--- src/rtl/sad_pkg.sv ---
// sad_pkg: shared FSM state type, latency limit and accumulator width helper for sad_engine.
package sad_pkg;
  typedef enum logic [1:0] {IDLE, RUN, DRAIN, DONE} sad_state_t;
  localparam int RD_LAT_MAX = 2;
  function automatic int acc_width(input int pix_w, input int npix);
    return pix_w + $clog2(npix);
  endfunction
endpackage

--- src/rtl/sad_absdiff.sv ---
// sad_absdiff: registered unsigned absolute difference of two pixels.
module sad_absdiff #(
  parameter int PIX_W = 8
) (
  input  logic             clk,
  input  logic             Mrst,
  input  logic [PIX_W-1:0] a,
  input  logic [PIX_W-1:0] b,
  output logic [PIX_W-1:0] d
);
  logic [PIX_W-1:0] d_d, d_q;
  always_comb d_d = a >= b ? a - b : b - a;
  always_ff @(posedge clk) begin
    if (Mrst) d_q <= '0;
    else d_q <= d_d;
  end
  assign d = d_q;
endmodule

--- src/rtl/sad_engine.sv ---
// sad_engine: SAD over NPIX pixel pairs; define SAD_MIN_TRACK_EN for best-candidate tracking.
module sad_engine
  import sad_pkg::*;
#(
  parameter int PIX_W  = 8,
  parameter int NPIX   = 256,
  parameter int RD_LAT = 1,
  parameter int IDX_W  = 8,
  localparam int ADDR_W = NPIX > 1 ? $clog2(NPIX) : 1,
  localparam int ACC_W  = acc_width(PIX_W, NPIX)
) (
  input  logic              clk,
  input  logic              Mrst,
  input  logic              go,
  output logic              busy,
  output logic              done,
  output logic [ADDR_W-1:0] addr,
  output logic              rd_en,
  input  logic [PIX_W-1:0]  a_data,
  input  logic [PIX_W-1:0]  b_data,
  output logic [ACC_W-1:0]  sad
`ifdef SAD_MIN_TRACK_EN
  ,
  input  logic              clr_best,
  output logic              best_valid,
  output logic [ACC_W-1:0]  best_sad,
  output logic [IDX_W-1:0]  best_idx
`endif
);
  if (RD_LAT < 0 || RD_LAT > RD_LAT_MAX || NPIX < 1 || IDX_W < 1) begin : g_bad_cfg
    $error("sad_engine: parameter out of range");
  end
  sad_state_t        state_d, state_q;
  logic [ADDR_W-1:0] addr_d, addr_q;
  logic [1:0]        cnt_d, cnt_q;
  logic [ACC_W-1:0]  acc_d, acc_q, sad_d, sad_q;
  logic [RD_LAT:0]   vld_d, vld_q;
  logic [PIX_W-1:0]  diff;
  sad_absdiff #(.PIX_W(PIX_W)) u_absdiff (
    .clk (clk),
    .Mrst(Mrst),
    .a   (a_data),
    .b   (b_data),
    .d   (diff)
  );
  // vld_q[RD_LAT] marks that diff holds a pixel pair issued while rd_en was high
  always_comb begin
    vld_d    = vld_q << 1;
    vld_d[0] = rd_en;
  end
  always_comb begin
    state_d = state_q;
    addr_d  = addr_q;
    cnt_d   = cnt_q;
    acc_d   = vld_q[RD_LAT] ? acc_q + ACC_W'(diff) : acc_q;
    sad_d   = sad_q;
    case (state_q)
      IDLE: begin
        state_d = go ? RUN : IDLE;
        addr_d  = go ? '0 : addr_q;
        acc_d   = go ? '0 : acc_d;
      end
      RUN: begin
        state_d = addr_q == ADDR_W'(NPIX - 1) ? DRAIN : RUN;
        addr_d  = addr_q == ADDR_W'(NPIX - 1) ? addr_q : addr_q + 1'b1;
        cnt_d   = '0;
      end
      DRAIN: begin
        cnt_d   = cnt_q + 1'b1;
        state_d = cnt_q == 2'(RD_LAT) ? DONE : DRAIN;
        sad_d   = cnt_q == 2'(RD_LAT) ? acc_d : sad_q;
      end
      default: state_d = IDLE;
    endcase
  end
  always_ff @(posedge clk) begin
    if (Mrst) begin
      state_q <= IDLE;
      addr_q  <= '0;
      cnt_q   <= '0;
      acc_q   <= '0;
      sad_q   <= '0;
      vld_q   <= '0;
    end else begin
      state_q <= state_d;
      addr_q  <= addr_d;
      cnt_q   <= cnt_d;
      acc_q   <= acc_d;
      sad_q   <= sad_d;
      vld_q   <= vld_d;
    end
  end
  assign busy  = state_q != IDLE;
  assign done  = state_q == DONE;
  assign rd_en = state_q == RUN;
  assign addr  = addr_q;
  assign sad   = sad_q;
`ifdef SAD_MIN_TRACK_EN
  logic             bv_d, bv_q, upd;
  logic [ACC_W-1:0] bs_d, bs_q;
  logic [IDX_W-1:0] bi_d, bi_q, ridx_d, ridx_q;
  // strict less-than keeps the earlier candidate on ties
  always_comb begin
    upd    = done && (!bv_q || sad_q < bs_q);
    bv_d   = !clr_best && (bv_q || upd);
    bs_d   = clr_best ? '0 : upd ? sad_q : bs_q;
    bi_d   = clr_best ? '0 : upd ? ridx_q : bi_q;
    ridx_d = clr_best ? '0 : done ? ridx_q + 1'b1 : ridx_q;
  end
  always_ff @(posedge clk) begin
    if (Mrst) begin
      bv_q   <= 1'b0;
      bs_q   <= '0;
      bi_q   <= '0;
      ridx_q <= '0;
    end else begin
      bv_q   <= bv_d;
      bs_q   <= bs_d;
      bi_q   <= bi_d;
      ridx_q <= ridx_d;
    end
  end
  assign best_valid = bv_q;
  assign best_sad   = bs_q;
  assign best_idx   = bi_q;
`endif
endmodule

--- config.mk ---
export PLATFORM = sky130hd
export DESIGN_NAME = sad_engine
export DESIGN_NICKNAME = d
export VERILOG_FILES = /design/src/rtl/sad_pkg.sv /design/src/rtl/sad_absdiff.sv /design/src/rtl/sad_engine.sv
export SDC_FILE = /design/constraint.sdc
export NUM_CORES = 1
export LEC_CHECK = 0
export ABC_AREA = 0
export BUFFER_PORTS_ARGS = -buffer_cell sky130_fd_sc_hd__buf_2
export CAP_MARGIN = 30
export CORE_ASPECT_RATIO = 0.6
export CORE_MARGIN = 2
export CORE_UTILIZATION = 34
export CTS_CLUSTER_DIAMETER = 80
export DETAILED_ROUTE_END_ITERATION = 7
export GPL_TIMING_DRIVEN = 0
export PLACE_DENSITY = 0.6
export SLEW_MARGIN = 5
export SYNTH_ARGS = -nofsm -noshare
export SYNTH_HDL_FRONTEND = slang
export SYNTH_SLANG_ARGS = --single-unit
--- constraint.sdc ---
create_clock -name clk -period 4.88 [get_ports clk]
set_input_delay 1.22 -clock clk [delete_from_list [all_inputs] [get_ports clk]]
set_output_delay 1.22 -clock clk [all_outputs]
set_load 0.005 [all_outputs]
==> run_results.csv <==
group,metric,value,unit
critical_path,end_kind,"flop",
layout,final_layout_size_suffix_gt1_share,15.50,%
synthesis,synth_nets,400,
clock_network,clock_insertion_delay_worst_skew,0.30,ns
clock_network,hold_buffers,0,
sta,slew_headroom,57.25,%
clock_network,cts_max_level,2,
run_status,status,"finished, final reports clean",
grt,track_usage,14.53,%
synthesis,syn_avg_cell_area,8.805,um2
grt,antenna_found_initial,0,
power_and_ir_drop,leakagePower,1.589,nW
drt,wirelength_met1,3755,um
die,die-area,9813,um2
clock_network,cts-buffers-inserted,5,
run,drv_cap,0,
sta,period_share,68.94,%
grt,grt_pass1_wl,11860,um
die,initial_core_util,35.54,%
clock_network,cts_root_buf,"clkbuf_16",
place,place_congestion,0.8318,
critical_path,slowest_delay,0.57,ns
layout,multi_input_area,1829,um2
drt,first_pass_iters,4,
drt,wl_per_cell,13.48,um
synthesis,yosysMostFrequentCell,"dfxtp_1",
layout,area_growth,16.78,%
clock_network,postCtsSetupBuffers,0,
clock_network,cts-resized-gates,0,
layout,seq_area,1081,um2
die,die_h,77.54,um
synthesis,ys_top_cells_by_count,"dfxtp_1 (54), nor2_1 (49), ha_1 (30)",
synthesis,ys_seq_elements,54,
critical_path,crit_arrival,3.54,ns
grt,grt_max_degree,20,
synthesis,ys_seq_area_share,35.28,%
drt,highest_layer,"met4",
sta,worst_slew_pin_slew,0.6382,ns
power_and_ir_drop,cellPowerDensity,277.7,nW/um2
drt,drt_iter0_markers,155,
drt,final_antenna_net_count,0,
place,placed_cell_area,3425,um2
sta,drv_slew,0,
sta,grt_setup_unrepaired,"no",
layout,stdcell_area,3578,um2
die,dieWidth,126.6,um
drt,wl_met2,2727,um
synthesis,synth_top_area_cell,"dfxtp_1",
drt,drc,0,
layout,antenna_cells,0,
sta,tns,0,ns
drt,routed_wirelength,6901,um
layout,nFillCells,876,
critical_path,worstPathMaxFanout,6,
sta,finalClockSkew,0.006186,ns
sta,max_clock_freq,297.2,MHz
sta,hold_violations,0,
drt,vias_per_cell,5.039,
sta,report.final.setup_viol,0,
synthesis,ys.flop_type,"dfxtp_1",
critical_path,crit_buf_inv,2,
drt,wl_met3,327,um
sta,post-route-min-period,3.364,ns
die,core,8621,um2
drt,vias,2580,
critical_path,crit_path_start_kind,"input pin",
clock_network,tritoncts,"yes",
layout,nets,451,
synthesis,synth_top_area_share,35.28,%
place,io_buffers,44,
synthesis,netlist_area,3064,um2
power_and_ir_drop,peakVddDrop,152.6,uV
place,dpl.hpwl,5323,um
synthesis,synthArstFlopShare,0,%
critical_path,crit_family,"compound AO/OA/AOI/OAI gates",
synthesis,synth_edf_count,0,
synthesis,synth_area_leaders,"dfxtp_1 (35%), ha_1 (12%), nor2_1 (6.0%), a21oi_1 (3.8%), inv_1 (3.3%)",
synthesis,synthCells,348,
clock_network,cts_buffer_depth,2,
die,io_pins,46,
critical_path,critPathSlowestCell,"a221oi_2",
synthesis,yosys.cell_types.count,46,
synthesis,synth_warnings,0,
clock_network,clk_pin_slew,0.08,ns
critical_path,critPathKind,"input pin to flop",
grt,grt_pass1_vias,2510,
clock_network,cts_sinks,54,
critical_path,required,5.06,ns
die,num_rows,26,
hold_path,hp-class,"flop to flop",
grt,grt_overflow,0,
critical_path,path_cells,"buf_2 > inv_1 > ha_1 > a21oi_1 > nand3_1 > a221oi_2 > mux2i_1 > o221ai_2 > mux2_1",
## layout make-up
class                      instances  area share, %
clock inverter                     3         0.8042
multi-input combinational        255          51.12
tap                              112          3.916
clock buffer                       5          3.497
sequential                        54          30.21
timing repair buffer              44          6.154
inverter                          27          2.832
buffer                            12          1.469
## power breakdown
group	total [mW]	internal [mW]	switching [mW]	leakage [nW]
registers	0.459	0.453	0.00632	0.438
clock network	0.373	0.197	0.176	0.0763
logic	0.161	0.0687	0.0927	1.07
## worst paths after layout
check	startpoint	end	slack, ns	depth (start not counted)
setup / recovery	a_data[3]	u_absdiff.d[6]$_SDFF_PP0_	1.52	9
hold / removal	vld_q[0]$_SDFF_PP0_	vld_q[1]$_SDFF_PP0_	0.46	1
setup reg to reg	acc_q[0]$_SDFF_PP0_	sad[14]$_SDFFE_PP0P_	2.21	8
hold reg to reg	vld_q[0]$_SDFF_PP0_	vld_q[1]$_SDFF_PP0_	0.46	1
## metal layers
| layer | track usage [%] | up-vias |
|---|---|---|
| met5 | 0 | - |
| met4 | 3.956 | 0 |
| met3 | 2.552 | 9 |
| met2 | 22.09 | 57 |
| met1 | 21.10 | 1173 |
| li1 | - | 1341 |
## worst reg2reg max path, stage by stage (launching register included)
cell,delay (ns)
dfxtp_1,0.32
ha_1,0.23
fa_1,0.41
a21o_1,0.18
a21oi_1,0.25
o21bai_2,0.16
a2111oi_4,0.58
o31ai_1,0.19
a311oi_1,0.28
## logic make-up after synthesis
logic type / share of synthesized area, %
and+or+nand+nor: 17.76
DFF: 35.28
AOI/OAI and AO/OA: 19.72
muxes: 4.573
buffers and inverters: 5.023
xor gates and xnor gates: 3.430
adders and majority gates: 14.21
## registers in the layout (all words and copies together), names as in the netlist
name,cells
addr,8
sad,16
u_absdiff.d,8
acc_q,16
cnt_q,2
state_q,2
vld_q,2
## placed cells by master (no fill, tap or decap), drive strengths merged, types with 5 or more instances in the layout
cell type	Yosys	layout
inv	27	29
nor2b	8	8
ha	30	30
mux2i	8	8
a31oi	6	6
dfxtp	54	54
a21oi	23	23
nand3	7	7
buf	1	45
mux2	5	5
or3	5	5
o21ai	8	8
xnor2	6	6
nor2	49	49
xor2	6	6
a311oi	9	9
clkbuf	11	16
a21o	8	8
and3	5	5
a211oi	10	10
nand2	17	17
## through the flow
stage	setup slack (ns)	power, mW	hold WS, ns	util, %	std cells
after global placement	1.298	0.6266	0.4312	39.72	504
after detailed placement	1.230	0.6305	0.4390	39.72	504
after floorplan	1.580	0.5870	0.4138	-	348
after CTS	1.537	1.000	0.4674	41.51	512
final	1.516	0.9936	0.4625	41.51	512
after global routing	1.367	1.038	0.4808	41.51	512
(Power assumes the default switching activity.)
